`src/rtl/stopwatch_pkg.sv`:
```
// stopwatch_pkg: shared state encoding and widths for the stopwatch controller
package stopwatch_pkg;
  localparam int STATE_WIDTH = 2;
  localparam int WRAP_WIDTH = 8;
  typedef enum logic [STATE_WIDTH-1:0] {IDLE = 2'd0, RUN = 2'd1, HOLD = 2'd2} state_t;
endpackage

```
`src/rtl/stopwatch_ctrl_lap_fifo.sv`:
```
// lap_fifo: synchronous lap FIFO with flush; a pop frees a slot for a same-cycle push
module lap_fifo #(
  parameter int DATA_WIDTH = 16,
  parameter int LAP_DEPTH = 4
) (
  input  logic                  clk,
  input  logic                  reset,
  input  logic                  push,
  input  logic                  pop,
  input  logic                  flush,
  input  logic [DATA_WIDTH-1:0] din,
  output logic [DATA_WIDTH-1:0] dout,
  output logic                  empty,
  output logic                  drop
);
  localparam int AW = $clog2(LAP_DEPTH);
  logic [DATA_WIDTH-1:0] mem [LAP_DEPTH];
  logic [AW:0] wr_ptr, rd_ptr;
  logic full, do_push, do_pop;
  always_comb begin
    empty = wr_ptr == rd_ptr;
    full = (wr_ptr[AW] != rd_ptr[AW]) && (wr_ptr[AW-1:0] == rd_ptr[AW-1:0]);
    do_pop = pop && !empty;
    do_push = push && (!full || do_pop);
    drop = push && !do_push && !flush;
    dout = empty ? '0 : mem[rd_ptr[AW-1:0]];
  end
  always_ff @(posedge clk) begin
    if (reset || flush) begin
      wr_ptr <= '0;
      rd_ptr <= '0;
    end else begin
      if (do_push) wr_ptr <= wr_ptr + 1'b1;
      if (do_pop) rd_ptr <= rd_ptr + 1'b1;
    end
  end
  always_ff @(posedge clk)
    if (do_push && !flush) mem[wr_ptr[AW-1:0]] <= din;
endmodule

```
`src/rtl/stopwatch_ctrl.sv`:
```
// stopwatch_ctrl: button edge detect, run/hold/idle FSM, counter commands, lap capture and wrap count
module stopwatch_ctrl
  import stopwatch_pkg::*;
#(
  parameter int DATA_WIDTH = 16,
  parameter int MAX = 99,
  parameter int LAP_DEPTH = 4
) (
  input  logic                   clk,
  input  logic                   reset,
  input  logic                   btn_ss,
  input  logic                   btn_lr,
  input  logic [DATA_WIDTH-1:0]  count,
  output logic                   sw_start,
  output logic                   sw_stop,
  output logic                   sw_reset,
  output logic [STATE_WIDTH-1:0] state,
  output logic                   lap_valid,
  output logic [DATA_WIDTH-1:0]  lap_data,
  input  logic                   lap_ready,
  output logic                   lap_overflow,
  output logic [WRAP_WIDTH-1:0]  wraps
);
  state_t st, nxt;
  logic ss_q, lr_q, ss_p, lr_p;
  logic start_d, stop_d, reset_d, lap_push, empty, drop;
  logic [DATA_WIDTH-1:0] prev_count;
  assign ss_p = btn_ss && !ss_q;
  assign lr_p = btn_lr && !lr_q;
  assign state = st;
  assign lap_valid = !empty;
  always_ff @(posedge clk) begin
    if (reset) begin
      st <= IDLE;
      ss_q <= 1'b0;
      lr_q <= 1'b0;
      sw_start <= 1'b0;
      sw_stop <= 1'b0;
      sw_reset <= 1'b0;
    end else begin
      st <= nxt;
      ss_q <= btn_ss;
      lr_q <= btn_lr;
      sw_start <= start_d;
      sw_stop <= stop_d;
      sw_reset <= reset_d;
    end
  end
  // In HOLD a lap/reset press takes priority over start/stop
  always_comb begin
    nxt = st;
    case (st)
      IDLE: nxt = ss_p ? RUN : IDLE;
      RUN:  nxt = ss_p ? HOLD : RUN;
      HOLD: nxt = lr_p ? IDLE : ss_p ? RUN : HOLD;
      default: nxt = IDLE;
    endcase
  end
  always_comb begin
    start_d = ss_p && (st == IDLE || (st == HOLD && !lr_p));
    stop_d = ss_p && st == RUN;
    reset_d = lr_p && st == HOLD;
    lap_push = lr_p && st == RUN;
  end
  lap_fifo #(.DATA_WIDTH(DATA_WIDTH), .LAP_DEPTH(LAP_DEPTH)) u_fifo (
    .clk(clk),
    .reset(reset),
    .push(lap_push),
    .pop(lap_ready),
    .flush(reset_d),
    .din(count),
    .dout(lap_data),
    .empty(empty),
    .drop(drop)
  );
  always_ff @(posedge clk) begin
    if (reset) begin
      lap_overflow <= 1'b0;
      wraps <= '0;
      prev_count <= '0;
    end else begin
      prev_count <= count;
      if (reset_d) lap_overflow <= 1'b0;
      else if (drop) lap_overflow <= 1'b1;
      if (reset_d) wraps <= '0;
      else if (st == RUN && prev_count == DATA_WIDTH'(MAX) && count == '0 && wraps != '1)
        wraps <= wraps + 1'b1;
    end
  end
endmodule

```
`config.mk`:
```
export PLATFORM = sky130hd
export DESIGN_NAME = stopwatch_ctrl
export DESIGN_NICKNAME = d
export VERILOG_FILES = /design/src/rtl/stopwatch_pkg.sv /design/src/rtl/stopwatch_ctrl_lap_fifo.sv /design/src/rtl/stopwatch_ctrl.sv
export SDC_FILE = /design/constraint.sdc
export NUM_CORES = 1
export LEC_CHECK = 0
export BUFFER_PORTS_ARGS = -buffer_cell sky130_fd_sc_hd__clkbuf_2
export CAP_MARGIN = 20
export CORE_ASPECT_RATIO = 0.6
export CORE_MARGIN = 3
export CORE_UTILIZATION = 57
export CTS_CLUSTER_SIZE = 14
export DETAILED_ROUTE_END_ITERATION = 8
export PLACE_DENSITY = 0.82
export SLEW_MARGIN = 0
export SYNTH_ARGS = -nofsm -noshare
export SYNTH_HDL_FRONTEND = slang
export SYNTH_HIERARCHICAL = 1
export SYNTH_SLANG_ARGS = --single-unit
```
`constraint.sdc`:
```
create_clock -name clk -period 2.8 [get_ports clk]
set_clock_uncertainty 0.2 [all_clocks]
set_input_delay 0.56 -clock clk [delete_from_list [all_inputs] [get_ports clk]]
set_output_delay 0.56 -clock clk [all_outputs]
set_load 0.05 [all_outputs]
```
== Word level (Yosys, flattened, before mapping) ==
Memories as Yosys holds them, arrays and structs flattened. A register that Yosys moved wholly into a read port is not among the register bits.
Cells that the tools add are included.

* Add/sub/neg operators: 3
* Equal/unequal tests: 7
* Multiplexer cells: 10
* Reductions and logical operators: 29

{| class="wikitable"
|+ Operator list
! cell !! count
|-
| $eq A16 B7 Y1 const B || 1
|-
| $logic_and A1 B1 Y1 || 16
|-
| $logic_not A16 Y1 || 1
|-
| $mux W16 || 1
|-
| $mux W2 || 5
|-
| $add A8 B1 Y8 const B || 1
|-
| $ne A8 B8 Y1 const B || 1
|-
| $logic_not A1 Y1 || 7
|-
| $add A3 B1 Y3 const B || 2
|-
| $pmux W2 S3 || 1
|-
| $eq A3 B3 Y1 || 1
|-
| $logic_or A1 B1 Y1 || 3
|-
| $mux W1 || 3
|-
| $eq A2 B1 Y1 const B || 1
|-
| $eq A2 B2 Y1 || 1
|-
| $eq A2 B2 Y1 const B || 1
|-
| $logic_not A2 Y1 || 1
|-
| $reduce_or A2 Y1 || 1
|-
| $ne A1 B1 Y1 || 1
|}

* Register bits after elaboration: 38
* Memory bits (writable): 64
* Input port bits: 21
* Output and inout port bits: 31
* Word-level logic and storage cells: 61
* Memories kept: 1

{| class="wikitable"
|+ Memories
! memory !! depth !! bits a word !! read ports !! clocked after memory_dff !! wr ports !! RTL line !! text
|-
| u_fifo.mem || 4 || 16 || 1 || 1 || 1 || stopwatch_ctrl_lap_fifo.sv:17 || <nowiki>logic [DATA_WIDTH-1:0] mem [LAP_DEPTH];</nowiki>
|}

== Depth between registers and ports, before layout ==
Gate-level depths: netlist (run 1).

* Word-level depth: 8
* Gate-level depth with buffers: 7
* Mapped depth without buffers: 7

== Modules after synthesis ==
Netlist (run 1), hierarchy kept.

{| class="wikitable"
|+ By module, submodules not included
! module !! instances !! cells an instance !! area an instance (um^2)
|-
| lap_fifo || 1 || 157 || 2936.6
|-
| stopwatch_ctrl || 1 || 124 || 1244.9
|}

== Worst setup path after synthesis (run 1) ==
OpenSTA, ideal clock, no wires.

* Kind: flip-flop to flip-flop
* Start: register st[0] (netlist: state[0])
* End: memory u_fifo.mem[3][0], enable pin
* Arrival: 2.070 ns
* Required time: 2.210 ns
* Setup slack: 0.139 ns
* Cell stages (with the launch flop): 6
* Buffers on the path: 0
* Clock period less this slack: 2.661 ns
* Cells stage by stage: dfxtp_1 nand2_1 nor2_1 nand2_1 a41oi_1 nor2b_1

* Longest elaborated chain between the ends: 6
* Elaborated cells between the ends (all ways): 9
* Those cells by class: 2 x eq/ne; 2 x mux; 5 x reduce/logical

{| class="wikitable"
|+ Ends and longest elaborated chain
! item !! RTL line !! text
|-
| from (decl) || stopwatch_ctrl.sv:24 || <nowiki>state_t st, nxt;</nowiki>
|-
| from (signal assigned) || stopwatch_ctrl.sv:41 || <nowiki>st <= nxt;</nowiki>
|-
| $eq A2 B1 Y1 || stopwatch_ctrl.sv:63 || <nowiki>lap_push = lr_p && st == RUN;</nowiki>
|-
| $logic_and A1 B1 Y1 || stopwatch_ctrl.sv:63 ||
|-
| net lap_push || stopwatch_ctrl.sv:26 || <nowiki>logic start_d, stop_d, reset_d, lap_push, empty, drop;</nowiki>
|-
| $logic_and A1 B1 Y1 || stopwatch_ctrl_lap_fifo.sv:24 || <nowiki>do_push = push && (!full || do_pop);</nowiki>
|-
| $logic_and A1 B1 Y1 || stopwatch_ctrl_lap_fifo.sv:38 || <nowiki>if (do_push && !flush) mem[wr_ptr[AW-1:0]] <= din;</nowiki>
|-
| $mux W1 || stopwatch_ctrl_lap_fifo.sv:38 ||
|-
| $mux W1 (not written as such) || stopwatch_ctrl_lap_fifo.sv:38 ||
|-
| to (decl) || stopwatch_ctrl_lap_fifo.sv:17 ||
|}

The timed path passes the listed nets, and every way through them passes these cells.

==> results.md, run 1 <==
- Status: completed
- Rel. slew slack: 42.26%
- Tmin final: roughly 2.6 ns
- Clock latency on the worst-skew pair: 0.34 ns
- DRT Pass-1 Iters: 4
- Routed wire length per instance: approximately 19 um
- Via count: about 2,500
- Hold Vio Cnt, Final: 0
- Worst EP arrival: between 1.5 and 2 ns
- Routability cong.: just over 0.8
- Num ports: 52
- Final period util: 93.33%
- H-Tree Depth: 3
- Largest area contributor in the netlist: edfxtp_1
- Asr flop ratio synth: 0%
- Post-DP HPWL: about 5500 um
- Starting density of the core: 60.80%
- CTS Root Cell: clkbuf_16
- Core Region: a little under 0.007 mm2
- Achievable Freq: around 0.38 GHz
- P_leak: approximately 1.8 nW
- Synthesized cell area: 0.004182 mm2
- Clock Sinks: ~100
- Number of global-route vias before repair: 2,537
- Post-synth EDFFs: 64
- Worst Path Required: a little over 2 ns
- Drt drc: 0
- Most common cell after layout, fill and taps aside: edfxtp_1
- Synth top area share: 45.96%
- Clock buffer depth: 2
- Sequential share of the synthesized area: 65.11%
- Clock slew at the register clock pins of the worst setup and hold paths: 0.07 ns
- Power Density: 737.9 mW/mm2
- Die span in y: slightly above 70 um
- Unique masters post-synth: a little under 50
- Maxcap violations: 0
- Most used DFF post-synth: edfxtp_1
- Area growth, synth to finish: 17.68%
- Total setup buffers inserted after CTS: 0
- Setup-failing EPs final: 0
- ANT cells: 0
- Ranking of synthesized cells by area: edfxtp_1 46%, dfxtp_1 19%, mux4_2 8.6%, nor2b_1 5.8%, ha_1 1.8%
- First-pass GRT wire length: roughly 13,000 um
- CTS tree: built
- Crit Path Class: reg -> out
- Antenna violations before repair: 0
- VDD IR max: approximately 0.48 mV
- Syn. warnings: 6
- WL final: just over 8000 um
- 1st-iter DRT viols: roughly 220
- Global route overflow: 0
- Number of port buffers: 51
- Syn_area_per_cell: around 15 um2
- CP Launch Type: register
- Crit path max-delay cell type: mux4_2
- Cells after Synth: between 200 and 300
- CP max stage delay: 0.56 ns
- Nets: 370
- DR vias/cell: 5.724
- Fin Setup TNS: 0 ns
- Largest net degree at the start of global routing: 20
- Antenna Nets Post-Route: 0
- Syn nets: slightly above 300
- Die W: roughly 120 um
- Element type at the critical path end: primary output
- Worst Hold Class: in -> reg
- Unrepaired setup endpoints after global routing: false
- Max Slew Vio Count: 0
- Max FO, Critical Path: 16
- Share of layout cells above drive strength 1: between 30% and 40%
- Number of synthesized register bits: ~100
- Actual slew at the worst max-slew pin: a little under 0.9 ns
- Filler instances: 455
- Num CTS Buffers: 9
- Most frequent cells in the layout: 64 x edfxtp_1, 51 x clkbuf_2, 40 x dfxtp_1, 39 x nor2b_1, 16 x mux4_2
- Die area: roughly 0.0084 mm2
- Sequence of cells on the critical path: buf_6, mux4_2, nor2b_1, clkbuf_2
- Total Power: 3.631 mW
- Core Rows: 23
- Global-route usage over all layers: 21.06%
[area by class of cell]
cell class	count	area, um2	area share, %
Timing Repair Buffer	60	326.6	6.636
Clock buffer	13	314.1	6.382
Clock inverter	3	47.55	0.9662
Multi-Input combinational cell	157	1360	27.64
Tap cell	87	108.9	2.212
Inverter	11	41.29	0.8391
Sequential cell	104	2723	55.33
[report_power, final]
group          internal [mW]  total, mW  switching (mW)
Combinational          0.169      0.536           0.367
Clock                  0.886       1.42           0.530
Sequential              1.66       1.68          0.0217
Total                   2.71       3.63           0.919
[flip-flops by register name (all words and copies together), names as in the netlist, named ones only]
register	flops
u_fifo/wr_ptr	3
state	2
ss_q	1
prev_count	16
u_fifo/rd_ptr	3
lap_overflow	1
u_fifo/mem	64
lr_q	1
sw_start	1
wraps	8
sw_stop	1
sw_reset	1
[cell usage after synthesis, types with 3 or more instances]
| library cell | n |
|---|---|
| xnor2_1 | 4 |
| nand4_1 | 4 |
| inv_1 | 11 |
| ha_1 | 6 |
| nor2b_1 | 39 |
| nand3_1 | 3 |
| xor2_1 | 3 |
| nand2b_1 | 3 |
| a21oi_2 | 3 |
| nor2_1 | 13 |
| mux2i_1 | 7 |
| and3_1 | 4 |
| dfxtp_1 | 40 |
| nor4_1 | 4 |
| nor4_2 | 3 |
| clkbuf_1 | 4 |
| edfxtp_1 | 64 |
| nand2_1 | 12 |
| mux4_2 | 16 |
[critical path: cells and delay by family, from the launching register on]
kind,cells,cell delay [ns]
buffers and inverters,2,0.49
and+or+nand+nor,1,0.15
DFF,1,0.32
muxes,1,0.56
[what timing repair did]
action / CTS / global route
hold buffers: 0 / 0
setup endpoints to repair: 0 / 1
endpoints found under the hold margin: 0 / 0
resized for setup: 0 / 1
[metrics by stage]
step	util [%]	area (um2)	cells	setup WS, ns	hold WS, ns
4_1_cts	71.49	4917	435	0.08177	0.2584
2_1_floorplan	-	4182	281	0.1392	0.2791
5_1_grt	71.55	4921	435	0.07772	0.2663
3_5_place_dp	66.24	4556	419	0.2697	0.2980
6_report	71.55	4921	435	0.1868	0.2740
3_3_place_gp	66.24	4556	419	0.3736	0.2569
[kinds of logic (layout without fill, tap and decap cells)]
| logic type | after synthesis | after routing | share of synthesized area (%) |
|---|---|---|---|
| flops | 104 | 104 | 65.11 |
| simple gates | 101 | 101 | 14.99 |
| mux | 23 | 23 | 10.29 |
| compound gates | 20 | 20 | 3.980 |
| buf+inv | 20 | 87 | 2.364 |
| xor+xnor | 7 | 7 | 1.466 |
| fa+ha+maj | 6 | 6 | 1.795 |
[worst paths after layout]
check	from	slack, ns	cells after the start	endpoint
worst max-delay path	register	0.19	4	lap_data[15]
worst min-delay path	count[15]	0.27	1	u_fifo/mem[0][15]$_DFFE_PP_
worst max register to register	lr_q$_SDFF_PP0_	0.56	4	u_fifo/mem[0][6]$_DFFE_PP_
worst min register to register	lap_overflow$_SDFFE_PP0P_	0.31	2	lap_overflow$_SDFFE_PP0P_
[layer usage]
| layer | share of wire (%) | GRT usage (%) |
|---|---|---|
| met5 | 0 | 0 |
| met4 | 1.2 | 4.835 |
| met3 | 6.7 | 7.167 |
| met2 | 45 | 31.75 |
| met1 | 47 | 30.10 |
(Power assumes the default switching activity.)
==> run 2: changes to the inputs <==
- CAP_MARGIN: 20 -> not set
- REMOVE_ABC_BUFFERS: not set -> 1
==> run 2 against run 1 <==
  * Worst hold slack lost 0.019 ns
  * Critical path depth grew 1
  * Final area shrank 1.5%
  * Die area is the same
  * Routed wire length shrank 5.5%
  * Total power shrank 7.0%
  * Sequential power is essentially flat
  * Combinational power is essentially flat
  * Register-to-register slack gained 0.17 ns
  * Global-route usage shrank 1.0 points
  * Critical endpoint is now lap_data[8]
  * Largest cell class unchanged
==> results.md, run 2 (same netlist as run 1, synthesis figures left out) <==
- Status: completed
- Max FO, Critical Path: 17 (+1)
- Worst EP arrival: 1.88 ns (+0.03 ns)
- Routed wire length per instance: 17.65 um (-5.5%)
- Global-route usage over all layers: 20.02% (-1.0 points)
- DR vias/cell: 5.655 (-1.2%)
- Pre-CTS setup slack: 0.3429 ns (+0.07322 ns)
- ANT cells: 0 (unchanged)
- Placed Cells incl. Taps: 419 (unchanged)
- CTS tree: built
- DRT Pass-1 Iters: 4 (unchanged)
- Setup-failing EPs final: 0 (unchanged)
- Drt drc: 0 (unchanged)
- Fin Setup TNS: 0 ns (unchanged)
- Crit Path Class: reg -> out
- Clock slew at the register clock pins of the worst setup and hold paths: 0.07 ns (about the same)
- Via count: 2,460 (-1.2%)
- Post-route cell area: 0.004848 mm2 (-1.5%)
- Die area: 0.008434 mm2 (unchanged)
- Global route overflow: 0 (unchanged)
- Actual slew at the worst max-slew pin: 0.5647 ns (-0.3014 ns)
- Routability cong.: 0.8609 (+5.9%)
- Element type at the critical path end: primary output
- Post_cts resized: 0 (unchanged)
- Achievable Freq: 0.3786 GHz (-1.1%)
- VDD IR max: 0.3764 mV (-21%)
- Num ports: 52 (unchanged)
- Max reg flops: 64 (unchanged)
- Total Power: 3.377 mW (-7.0%)
- Rel. slew slack: 62.21% (+20 points)
- Antenna Nets Post-Route: 0 (unchanged)
- Hold Vio Cnt, Final: 0 (unchanged)
- Area growth, synth to finish: 15.95%
- # hold bufs at CTS: 0 (unchanged)
- Final period util: 94.34% (+1.0 points)
- Worst Path Required: 2.04 ns (about the same)
- DP Area: 0.004568 mm2 (+0.27%)
- Layout Utilization: 70.49% (-1.1 points)
- Max Slew Vio Count: 0 (unchanged)
- Unrepaired setup endpoints after global routing: false
- CTS Root Cell: clkbuf_16
- H-Tree Depth: 3 (unchanged)
- Final worst setup slack: 0.1585 ns (-0.02830 ns)
- Most common cell after layout, fill and taps aside: edfxtp_1
- Share of layout cells above drive strength 1: 30.17% (-0.29 points)
- Number of global-route vias before repair: 2,379 (-6.2%)
- Total setup buffers inserted after CTS: 0 (unchanged)
- Worst Hold Class: in -> reg
- Die span in y: 72.35 um (unchanged)
- Clock latency on the worst-skew pair: 0.34 ns (about the same)
- Starting density of the core: 60.80% (unchanged)
- Core Region: 0.006878 mm2 (unchanged)
- Antenna violations before repair: 0 (unchanged)
- Tmin final: 2.641 ns (+0.02830 ns)
- 1st-iter DRT viols: 125 (-43%)
- Core Rows: 23 (unchanged)
- WL final: 7679 um (-5.5%)
- Post-DP HPWL: 5105 um (-7.2%)
- Hold Slack: 0.2551 ns (-0.01892 ns)
- P_leak: 1.757 nW (-2.2%)
- Power Density: 696.6 mW/mm2 (-5.6%)
- Most frequent cells in the layout: 64 x edfxtp_1, 51 x clkbuf_2, 40 x dfxtp_1, 39 x nor2b_1, 16 x mux4_2
- Nets: 370 (unchanged)
- Num CTS Buffers: 9 (unchanged)
- Maxcap violations: 0 (unchanged)
- Finished Layout Cells: 435 (unchanged)
- Clock Sinks: 104 (unchanged)
- Die W: 116.6 um (unchanged)
- Number of port buffers: 51 (unchanged)
- First-pass GRT wire length: 12,340 um (-5.6%)
- CP Launch Type: register
- Largest net degree at the start of global routing: 24 (+20%)
- Clock buffer depth: 2 (unchanged)
run 2: routing by layer:
metal	up-vias	GRT usage (%)	share of wire [%]
li1	1172	-	-
met4	0	6.489	0.99
met3	7	7.417	6.7
met1	1206	28.10	46
met5	-	0	0
met2	75	29.34	46
run 2: path summary, 6_finish.rpt:
| check | startpoint | endpoint | slack [ns] | cells past startpoint |
|---|---|---|---|---|
| worst max-delay path | u_fifo/wr_ptr[1]$_SDFFE_PP0N_ | lap_data[8] | 0.16 | 5 |
| worst min-delay path | count[5] | u_fifo/mem[0][5]$_DFFE_PP_ | 0.26 | 1 |
| worst max register to register | state[0]$_SDFF_PP0_ | u_fifo/mem[3][6]$_DFFE_PP_ | 0.73 | 6 |
| worst min register to register | lap_overflow$_SDFFE_PP0P_ | lap_overflow$_SDFFE_PP0P_ | 0.27 | 2 |
run 2: area by class of cell:
cell class	count	area (um2)
Clock buffer	10	229.0
Fill cell	483	2029
Multi-Input combinational cell	157	1360
Timing Repair Buffer	60	335.3
Inverter	11	41.29
Tap cell	87	108.9
Sequential cell	104	2723
Clock inverter	6	51.30
run 2: power by group:
part	leakage [nW]	total (mW)	switching, mW	internal (mW)
Sequential	0.905	1.68	0.0213	1.66
Clock	0.136	1.16	0.545	0.615
Combinational	0.717	0.539	0.366	0.173
run 2: worst max-delay path, cell delays in order (launching register included):
cell	delay, ns
dfxtp_1	0.48
xor2_1	0.28
nor3_2	0.10
buf_4	0.22
nor2b_1	0.15
clkbuf_2	0.29
